$ cat src/rtl/cpu_pkg.sv
// Shared CPU types and constants used by the fetch stage.
package cpu_pkg;

  localparam int XLEN    = 64;
  localparam int INSTR_W = 32;

  localparam logic [INSTR_W-1:0] NOP_INSTR_DEFAULT = 32'hD503201F;
  localparam logic [XLEN-1:0]    RESET_PC_DEFAULT  = '0;

  typedef struct packed {
    logic               valid;
    logic [INSTR_W-1:0] instr;
    logic [XLEN-1:0]    pc;
    logic [XLEN-1:0]    pc_plus4;
  } ifid_t;

  function automatic ifid_t ifid_bubble(input logic [INSTR_W-1:0] nop);
    ifid_t b;
    b.valid    = 1'b0;
    b.instr    = nop;
    b.pc       = '0;
    b.pc_plus4 = '0;
    return b;
  endfunction

endpackage

$ cat src/rtl/pc_next_sel.sv
// Next-PC computation: sequential increment, branch target formation and
// priority selection between reset, redirect, stall and fall-through.
module pc_next_sel
  import cpu_pkg::*;
#(
  parameter logic [XLEN-1:0] RESET_PC = RESET_PC_DEFAULT
) (
  input  logic            reset_i,
  input  logic            redirect_i,
  input  logic            stall_i,
  input  logic            use_reg_i,
  input  logic [XLEN-1:0] pc_i,
  input  logic [XLEN-1:0] base_pc_i,
  input  logic [XLEN-1:0] offset_i,
  input  logic [XLEN-1:0] reg_target_i,
  output logic [XLEN-1:0] pc_plus4_o,
  output logic [XLEN-1:0] pc_next_o
);

  logic [XLEN-1:0] relTarget;
  logic [XLEN-1:0] rawTarget;
  logic [XLEN-1:0] alignedTarget;

  // Word-aligned targets only; both branch forms are masked the same way.
  always_comb begin
    relTarget     = base_pc_i + (offset_i << 2);
    rawTarget     = use_reg_i ? reg_target_i : relTarget;
    alignedTarget = {rawTarget[XLEN-1:2], 2'b00};
  end

  assign pc_plus4_o = pc_i + 64'd4;

  always_comb begin
    pc_next_o = pc_plus4_o;
    if (reset_i)         pc_next_o = RESET_PC;
    else if (redirect_i) pc_next_o = alignedTarget;
    else if (stall_i)    pc_next_o = pc_i;
  end

endmodule

$ cat src/rtl/fetch_stage.sv
// Instruction-fetch stage: PC register and IF/ID pipeline register, with
// stall hold and redirect flush.
module fetch_stage
  import cpu_pkg::*;
#(
  parameter logic [XLEN-1:0]    RESET_PC  = RESET_PC_DEFAULT,
  parameter logic [INSTR_W-1:0] NOP_INSTR = NOP_INSTR_DEFAULT
) (
  input  logic               clk,
  input  logic               reset,
  input  logic               stall,
  input  logic               redirect,
  input  logic               redirect_use_reg,
  input  logic [XLEN-1:0]    redirect_base_pc,
  input  logic [XLEN-1:0]    redirect_offset,
  input  logic [XLEN-1:0]    redirect_reg,
  output logic [XLEN-1:0]    imem_addr,
  input  logic [INSTR_W-1:0] imem_instr,
  output logic               ifid_valid,
  output logic [INSTR_W-1:0] ifid_instr,
  output logic [XLEN-1:0]    ifid_PC,
  output logic [XLEN-1:0]    ifid_PC_plus4
);

  logic [XLEN-1:0] pc_q, pc_d;
  logic [XLEN-1:0] pcPlus4;
  ifid_t           ifid_q, ifid_d;

  pc_next_sel #(
    .RESET_PC(RESET_PC)
  ) u_pc_next_sel (
    .reset_i     (reset),
    .redirect_i  (redirect),
    .stall_i     (stall),
    .use_reg_i   (redirect_use_reg),
    .pc_i        (pc_q),
    .base_pc_i   (redirect_base_pc),
    .offset_i    (redirect_offset),
    .reg_target_i(redirect_reg),
    .pc_plus4_o  (pcPlus4),
    .pc_next_o   (pc_d)
  );

  // A redirect squashes whatever was fetched this cycle, even under stall.
  always_comb begin
    ifid_d = ifid_q;
    if (reset || redirect) begin
      ifid_d = ifid_bubble(NOP_INSTR);
    end else if (!stall) begin
      ifid_d.valid    = 1'b1;
      ifid_d.instr    = imem_instr;
      ifid_d.pc       = pc_q;
      ifid_d.pc_plus4 = pcPlus4;
    end
  end

  always_ff @(posedge clk) begin
    if (reset) begin
      pc_q   <= RESET_PC;
      ifid_q <= ifid_bubble(NOP_INSTR);
    end else begin
      pc_q   <= pc_d;
      ifid_q <= ifid_d;
    end
  end

  assign imem_addr     = pc_q;
  assign ifid_valid    = ifid_q.valid;
  assign ifid_instr    = ifid_q.instr;
  assign ifid_PC       = ifid_q.pc;
  assign ifid_PC_plus4 = ifid_q.pc_plus4;

endmodule

$ cat config.mk
export PLATFORM = sky130hd
export DESIGN_NAME = fetch_stage
export DESIGN_NICKNAME = d
export VERILOG_FILES = /design/src/rtl/cpu_pkg.sv /design/src/rtl/pc_next_sel.sv /design/src/rtl/fetch_stage.sv
export SDC_FILE = /design/constraint.sdc
export NUM_CORES = 1
export LEC_CHECK = 0
export BUFFER_PORTS_ARGS = -buffer_cell sky130_fd_sc_hd__buf_2
export CORE_UTILIZATION = 45
export CTS_CLUSTER_SIZE = 16
export DETAILED_ROUTE_END_ITERATION = 12
export PLACE_DENSITY = 0.71
export SYNTH_ARGS = -nofsm -noshare
export SYNTH_HDL_FRONTEND = slang
export SYNTH_HIERARCHICAL = 1
export SYNTH_SLANG_ARGS = --single-unit
$ cat constraint.sdc
create_clock -name clk -period 3.7 [get_ports clk]
set_input_delay 0.185 -clock clk [delete_from_list [all_inputs] [get_ports clk]]
set_output_delay 0.185 -clock clk [all_outputs]
set_load 0.02 [all_outputs]
==> results of run 1 <==
critical path: stages, from the launching register on:
cell,delay (ns)
dfxtp_1,0.53
nand4_1,0.21
or4_4,0.53
nor3_2,0.35
and2b_2,0.29
nand3_2,0.22
nor3_1,0.27
xor2_1,0.26
nor2_1,0.12
a2111oi_1,0.38
nor2b_1,0.16
area by class of cell:
class	count	share of cell area, %
multi-input cells	1446	51.98
flip-flops and latches	225	24.58
repair buffers	521	15.89
clock buffers	32	3.598
well taps	442	3.018
inverters	29	0.5940
clock inverters	5	0.2867
diodes	4	0.05462
path summary, 6_finish.rpt:
kind / to / cells past startpoint
setup / recovery: imem_addr[58]$_SDFF_PP0_ / 10
hold / removal: imem_addr[51]$_SDFF_PP0_ / 4
setup reg to reg: imem_addr[58]$_SDFF_PP0_ / 10
hold reg to reg: ifid_valid$_SDFFE_PP0N_ / 2
cells in the final DEF (no fill, tap or decap), drive strengths merged, types with 29 or more instances in the layout:
cell type      n
nor2b         77
nand3         35
clkbuf        32
nand4         30
a21o          29
buf          489
ha            62
xor2          87
inv           29
a21oi         89
nor2         321
dlygate4sd3   32
mux2i        163
xnor2         82
nor3          41
o21ai         80
dfxtp        225
nand2        136
power by group through the flow:
stage / logic [mW] / clock network [mW] / registers [mW]
floorplan: 0.951 / 0 / 2.68
CTS: 1.54 / 2.26 / 2.56
finish: 1.56 / 2.22 / 2.56
global placement: 1.50 / 0 / 2.61
global route: 1.70 / 2.37 / 2.57
detailed placement: 1.51 / 0 / 2.61
state kept, by name (all words and copies together) (netlist names):
register and cells:
ifid_PC_plus4 64, ifid_instr 32, ifid_valid 1, imem_addr 64, ifid_PC 64
routing by layer:
layer  share of wire, %  global-route usage, %  vias to the layer above  wire length [µm]
met5              0.023                      0                        -                11
met4                2.8                  8.767                        2              1364
met3                6.6                  3.018                       81              3217
met2                 43                  42.98                      558             21070
met1                 47                  39.91                     6778             23100
li1                   -                      -                     7174                 -
cells by family (layout without fill, tap and decap cells):
kind of cell	after synthesis	in the layout	share of synthesized area [%]
xor gates and xnor gates	169	169	10.01
adders and majority gates	63	63	5.383
and+or+nand+nor	719	719	23.41
muxes	165	165	11.19
AOI/OAI and AO/OA	330	330	14.41
buffers and inverters	152	587	5.121
DFF	225	225	30.47
other	0	4	0
metrics by stage:
step / cell area [µm²] / worst slack [ns]
after global placement: 17280 / 0.1549
final: 18330 / 0.3139
after detailed placement: 17280 / 0.1072
after floorplan: 14780 / 0.7373
after global routing: 18320 / 0.1865
after CTS: 18320 / 0.3986
==> impl_metrics.tcl, run 1 <==
set metrics [dict create \
    max-clock-path-buffers 3 \
    slew_viol_final 0 \
    num_vias 14590 \
    critical_path.max_fanout 8 \
    clock_latency_ns 0.51 \
    async_reset_ff_share_pct 0 \
    syn_nets 2115 \
    rows 66 \
    nFillCells 3059 \
    die_h_um 183.2 \
    layout-drive-gt1-share_pct 25.95 \
    critical_path_class "register to register" \
    setup.worst_path.start "imem_addr[14]$_SDFF_PP0_" \
    endpoint_kind "register" \
    gp_congestion 0.9039 \
    p_comb_share_pct 24.6 \
    syn_area_per_cell_um2 8.108 \
    dp_hpwl_mm 37.24 \
    yosys.area.top_type "dfxtp_1" \
    wire_per_inst_um 18.03 \
    cts_root_buf "clkbuf_16" \
    final-hold-violation-count 0 \
    seq_area_um2 4504 \
    cts_setup_buffers 0 \
    areaGrowthSynthToFinish_pct 23.98 \
    synthCells 1823 \
    worstReg2RegStart "imem_addr[14]$_SDFF_PP0_" \
    syn-cell-area_um2 14780 \
    dp_cells 2631 \
    ys_ff_latch 225 \
    multi_input_area_um2 9525 \
    fin_nets 2537 \
    arrival_ns 3.83 \
    finalCritPeriodShare_pct 91.52 \
    numCtsBuffers 22 \
    synth_top_area_share_pct 30.47 \
    p_switching_mw 1.926 \
    die-area_um2 33580 \
    cts.hold.buffers_added 32 \
    pwr-share-clk_pct 35.0 \
    finalPower_mw 6.343 \
    period_needed_ns 3.386 \
    wirelength_mm 48.76 \
    outcome "completed" \
    antenna_found_initial 5 \
    drt-pass1-iter-count 5 \
    cts_tree "done" \
    slew_headroom_pct 30.13 \
    finalNonFillerCells 2704 \
    drt-initial-drc-count 919 \
    pin_count 454 \
    via_per_inst 5.397 \
    overflow 0 \
    core_area_um2 32450 \
    path_clk_slew_ns 0.06 \
    portBuffers 447 \
    hold_path_class "input port to register" \
    cts-resized-gates 0 \
    netSwitchingFraction_pct 30.36 \
    synth_edf_count 0 \
    synth.area.top_cells "dfxtp_1 30%, mux2i_1 11%, nor2_1 7.3%" \
    worstHoldStart "redirect_reg[51]" \
    pwr-share-seq_pct 40.4 \
    drc 0 \
    hold_ws_ns 0.07794 \
    gr-usage-all-layers_pct 27.70 \
    tns_ns 0 \
    dieWidth_um 183.2 \
    setup-violations-final 0 \
    grt_pass1_vias 13450 \
    ir_drop_v 0.0002689 \
    worst_pin_slew_ns 1.045 \
    p_int_mw 4.417 \
    htreeDepth 1 \
    yosysWarnings 6 \
    p_leak_nw 8.720 \
    max_cap_violations 0 \
    fin_util_pct 56.47 \
    grt_pass1_wl_mm 73.73 \
    rsz0062_at_grt "false" \
    fin_skew_ns 0.01254 \
    synthDistinctLibCells 80 \
    required_ns 4.14 \
    start_util_pct 45.55 \
    grt_max_degree 116 \
    clock.fmax_mhz 295.3 \
    ant_nets 0 \
    synth_commonest_cells "288 x nor2_1, 225 x dfxtp_1, 163 x mux2i_1" \
    yosysSeqAreaShare_pct 30.47 \
    start_kind "register" \
    powerDensity_nw_per_um2 346.1 \
    clock_sinks 225 \
    yosysMostFrequentCell "nor2_1" \
    rrSetupSlack_ns 0.31 \
    synthFlopType "dfxtp_1" \
]
Power figures use the tool's default switching activity.
==> inputs of run 2 (changes only) <==
- CORE_UTILIZATION: 45 -> 35
- PLACE_DENSITY: 0.71 -> unset
==> impl_metrics.tcl, run 2 (synthesis results as in run 1) <==
set metrics [dict create \
    outcome "completed" \
    tns_ns 0 \
    wirelength_mm 51.90 \
    endpoint_kind "register" \
    layout_common_cells "444 x buf_2, 288 x nor2_1, 225 x dfxtp_1, 163 x mux2i_1, 135 x nand2_1" \
    worstReg2RegStart "imem_addr[2]$_SDFF_PP0_" \
    setup-violations-final 0 \
    worst_pin_slew_ns 0.9127 \
    hold_ws_ns 0.05964 \
    rsz0062_at_grt "false" \
    critical_path_class "register to register" \
    start_util_pct 35.88 \
    grt_max_degree 94 \
    gr-usage-all-layers_pct 23.13 \
    grt_pass1_vias 13800 \
    slew_viol_final 0 \
    multi_input_area_um2 9525 \
    antenna_found_initial 3 \
    powerDensity_nw_per_um2 358.6 \
    cts_tree "done" \
    ant_nets 0 \
    areaGrowthSynthToFinish_pct 26.13 \
    cpPeakStageDelay_ns 0.37 \
    rows 74 \
    cts_root_buf "clkbuf_16" \
    dp_hpwl_mm 40.56 \
    overflow 0 \
    critPathSlowestCell "dfxtp_1" \
    clock_sinks 225 \
    core_area_um2 41200 \
    htreeDepth 1 \
    slew_headroom_pct 38.93 \
    rrSetupSlack_ns 0.51 \
    die_h_um 207.5 \
    die-area_um2 43060 \
    cts.hold.buffers_added 32 \
    num_vias 14370 \
    fin_nets 2553 \
    period_needed_ns 3.189 \
    arrival_ns 3.65 \
    seq_area_um2 4504 \
    max_cap_violations 0 \
    fin_skew_ns 0.01367 \
    path_clk_slew_ns 0.06 \
    layout-drive-gt1-share_pct 26.65 \
    worstPathCellList "ha_1, and4_1, nand4b_1, nor3_2, and2b_2, nand3_2, nor2_2, nand3_1, xnor2_1, nor2_1, a2111oi_2, nor2b_1" \
    worstRegToRegCells 12 \
    drc 0 \
    p_leak_nw 8.849 \
    final_common_cell "buf_2" \
    numCtsBuffers 24 \
    cp_top_family "simple AND/OR/NAND/NOR gates" \
    cp_num_cells 12 \
    setup.worst_path.start "imem_addr[2]$_SDFF_PP0_" \
    path_buf_inv 0 \
    dieWidth_um 207.5 \
    hold_path_class "input port to register" \
    cts-resized-gates 0 \
    ir_drop_v 0.0002951 \
    nFillCells 4138 \
    pin_count 454 \
    final-hold-violation-count 0 \
    portBuffers 447 \
    setup.worst_path.end "imem_addr[60]$_SDFF_PP0_" \
    grt_pass1_wl_mm 79.58 \
    antenna_cells 0 \
    critical_path.max_fanout 6 \
    drt-initial-drc-count 1047 \
    gp_congestion 0.8977 \
    via_per_inst 5.114 \
    cts_setup_buffers 0 \
    clock.fmax_mhz 313.6 \
    drt-pass1-iter-count 5 \
    max-clock-path-buffers 3 \
    finalCritPeriodShare_pct 86.18 \
    r2r_end "imem_addr[60]$_SDFF_PP0_" \
    wire_per_inst_um 18.47 \
    clock_latency_ns 0.53 \
    start_kind "register" \
    required_ns 4.16 \
]
-- run 2: per-stage QoR --
step	power [mW]	instance area (µm²)	worst slack, ns	instances	util, %
2_1_floorplan	3.630	14780	0.7373	1823	-
3_3_place_gp	4.152	17490	0.1584	2735	42.45
3_5_place_dp	4.161	17490	0.1347	2735	42.45
4_1_cts	6.745	18640	0.5656	2810	45.25
5_1_grt	7.022	18640	0.3638	2810	45.25
6_report	6.687	18640	0.5113	2810	45.25
-- run 2: area by class of cell --
type	count	area share, %
sequential	225	24.16
inverter	29	0.5839
clock inverter	11	0.7651
timing repair buffer	535	16.12
multi-input combinational	1446	51.09
tap	532	3.570
clock buffer	32	3.711
-- run 2: where the power goes --
part	switching [mW]	internal [mW]
Combinational	0.956	0.644
Clock	1.01	1.53
Sequential	0.0677	2.49
-- run 2: worst min-delay path by stage --
stage                     depth (start not counted)              from  slack (ns)                    endpoint
after floorplan                                   2          redirect        0.31  ifid_instr[0]$_SDFFE_PP1N_
after global placement                            3     imem_instr[1]        0.40  ifid_instr[1]$_SDFFE_PP1N_
after detailed placement                          3     imem_instr[2]        0.40  ifid_instr[2]$_SDFFE_PP1N_
after CTS                                         4  redirect_reg[51]        0.03    imem_addr[51]$_SDFF_PP0_
after global routing                              4  redirect_reg[58]        0.06    imem_addr[58]$_SDFF_PP0_
final                                             4  redirect_reg[51]        0.06    imem_addr[51]$_SDFF_PP0_
-- run 2: worst register-to-register path: cells and delay by family, from the launching register on --
kind,cells,cell delay [ns]
and+or+nand+nor,9,1.97
DFF,1,0.37
AOI/OAI and AO/OA,1,0.32
adders and majority gates,1,0.26
xor gates and xnor gates,1,0.21
-- run 2: layer usage --
metal / vias to the layer above / global-route usage, % / routed length (µm)
met4: 4 / 5.687 / 1066
met5: - / 0 / 22
met3: 59 / 2.829 / 3184
met1: 6582 / 33.61 / 25560
li1: 7193 / - / -
met2: 532 / 36.00 / 22060
==> inputs of run 3 (changes only) <==
==> constraint.sdc (replaced) <==
create_clock -name clk -period 3.1 [get_ports clk]
set_input_delay 0.62 -clock clk [delete_from_list [all_inputs] [get_ports clk]]
set_output_delay 0.62 -clock clk [all_outputs]
set_load 0.02 [all_outputs]
==> impl_metrics.tcl, run 3 (synthesis results as in run 1) <==
set metrics [dict create \
    outcome "completed" \
    r2r_end "ifid_PC_plus4[47]$_SDFFE_PP0N_" \
    portBuffers 447 \
    grt_pass1_vias 14140 \
    fin_nets 2737 \
    die-area_um2 43060 \
    clock_latency_ns 0.52 \
    fin_area_um2 20220 \
    final_common_cell "buf_2" \
    critical_path.max_fanout 3 \
    htreeDepth 1 \
    overflow 0 \
    required_ns 3.56 \
    layout-drive-gt1-share_pct 35.26 \
    period_needed_ns 3.013 \
    worst_pin_slew_ns 0.6744 \
    areaGrowthSynthToFinish_pct 36.78 \
    finalPower_mw 8.185 \
    grt-busiest-layer "met2" \
    endpoint_kind "register" \
    max_cap_violations 0 \
    rsz0062_at_grt "true" \
    rrSetupSlack_ns 0.12 \
    finalNonFillerCells 2994 \
    die_h_um 207.5 \
    setup-violations-final 0 \
    finalCritPeriodShare_pct 97.19 \
    rows 74 \
    ir_drop_v 0.0003364 \
    fin_skew_ns 0.01739 \
    cts_tree "done" \
    grt_pass1_wl_mm 80.48 \
    layout_common_cells "444 x buf_2, 286 x nor2_1, 271 x buf_4, 223 x dfxtp_1, 163 x mux2i_1" \
    cts_root_buf "clkbuf_16" \
    grt_max_degree 90 \
    slew_headroom_pct 55.04 \
    clock.fmax_mhz 331.9 \
    antenna_found_initial 2 \
    numCtsBuffers 23 \
    p_leak_nw 9.833 \
    drc 0 \
    gp_congestion 0.9217 \
    via_per_inst 4.997 \
    slew_viol_final 0 \
    num_vias 14960 \
    max-clock-path-buffers 3 \
    hold_path_class "input port to register" \
    grtUsageMet3_pct 2.663 \
    wirelength_mm 52.76 \
    ant_nets 0 \
    path_clk_slew_ns 0.07 \
    worstReg2RegStart "imem_addr[14]$_SDFF_PP0_" \
    setup.worst_path.end "imem_addr[56]$_SDFF_PP0_" \
    critical_path_class "input port to register" \
    powerDensity_nw_per_um2 404.9 \
    worstHoldStart "imem_instr[28]" \
    final-hold-violation-count 0 \
    start_kind "input port" \
    clock_sinks 225 \
    dp_cells 2950 \
    core_area_um2 41200 \
    grtUsageMet1_pct 33.49 \
    setup.worst_path.start "redirect_base_pc[2]" \
    dieWidth_um 207.5 \
    pin_count 454 \
    arrival_ns 3.47 \
    dp_hpwl_mm 42.34 \
    placed_area_um2 19210 \
    wire_per_inst_um 17.62 \
    drt-pass1-iter-count 5 \
    gr-usage-all-layers_pct 23.38 \
    worstRegToRegCells 9 \
    nFillCells 4068 \
    drt-initial-drc-count 984 \
    use_met2_pct 36.60 \
    start_util_pct 35.88 \
    cts.hold.buffers_added 0 \
]
run 3: cell count changes in the layout (fill, tap and decap cells not counted), sizes merged:
| cell | change |
|---|---|
| buf | +217 |
| clkbuf | -4 |
| clkinv | -1 |
| clkinvlp | +1 |
| diode | +3 |
| dlygate4sd3 | -32 |
run 3: power breakdown:
group | switching, mW | leakage (nW) | internal [mW]
registers | 0.0552 | 1.83 | 2.97
clock network | 1.18 | 0.374 | 1.68
logic | 1.26 | 7.63 | 1.04
run 3: worst min-delay path by stage:
| stage | end | slack [ns] | cells after the start |
|---|---|---|---|
| after floorplan | ifid_valid$_SDFFE_PP0N_ | 0.52 | 2 |
| after global placement | ifid_valid$_SDFFE_PP0N_ | 0.43 | 2 |
| after detailed placement | ifid_valid$_SDFFE_PP0N_ | 0.45 | 2 |
| after CTS | ifid_instr[26]$_SDFFE_PP1N_ | 0.30 | 3 |
| after global routing | ifid_instr[26]$_SDFFE_PP1N_ | 0.32 | 3 |
| final | ifid_instr[28]$_SDFFE_PP1N_ | 0.32 | 3 |
run 3: per-stage QoR:
step / utilization [%] / TNS (ns) / setup slack (ns) / hold slack, ns
after CTS: 48.50 / 0 / 0.005015 / 0.3025
after floorplan: - / -0.06701 / -0.04089 / 0.5246
after global routing: 49.06 / -0.08726 / -0.02706 / 0.3243
after global placement: 46.64 / -12.73 / -0.4918 / 0.4344
final: 49.07 / 0 / 0.08723 / 0.3247
after detailed placement: 46.64 / -14.62 / -0.5747 / 0.4506
run 3: final cells by class:
cell class	count	area [µm²]	share of cell area [%]
Antenna cell	3	7.507	0.03713
Clock buffer	28	624.3	3.088
Clock inverter	11	142.6	0.7055
Inverter	29	108.9	0.5384
Multi-Input combinational cell	1446	9811	48.52
Sequential cell	225	4507	22.29
Tap cell	532	665.6	3.292
Timing Repair Buffer	720	4352	21.52
run 3: repair_timing:
item	CTS	global route
pin swaps	0	13
gates resized for setup	1	48
endpoints found under the setup margin	1	28
setup buffers	0	2
endpoints found under the hold margin	0	0
run 3: per-layer routing:
layer  wire length [µm]  up-vias
met2              22990      494
met1              25460     6847
li1                   -     7549
met5                  0        -
met4               1343        0
met3               2969       70
run 3: critical path: stages:
cell,delay [ns]
buf_2,0.08
ha_1,0.16
inv_1,0.07
fa_2,0.37
nor2b_2,0.14
o31a_1,0.24
o22ai_2,0.11
o21ai_2,0.21
a21oi_4,0.11
o21a_4,0.23
nor4b_4,0.29
nor3b_1,0.10
xor2_1,0.20
a2111oi_2,0.37
nor2b_1,0.16
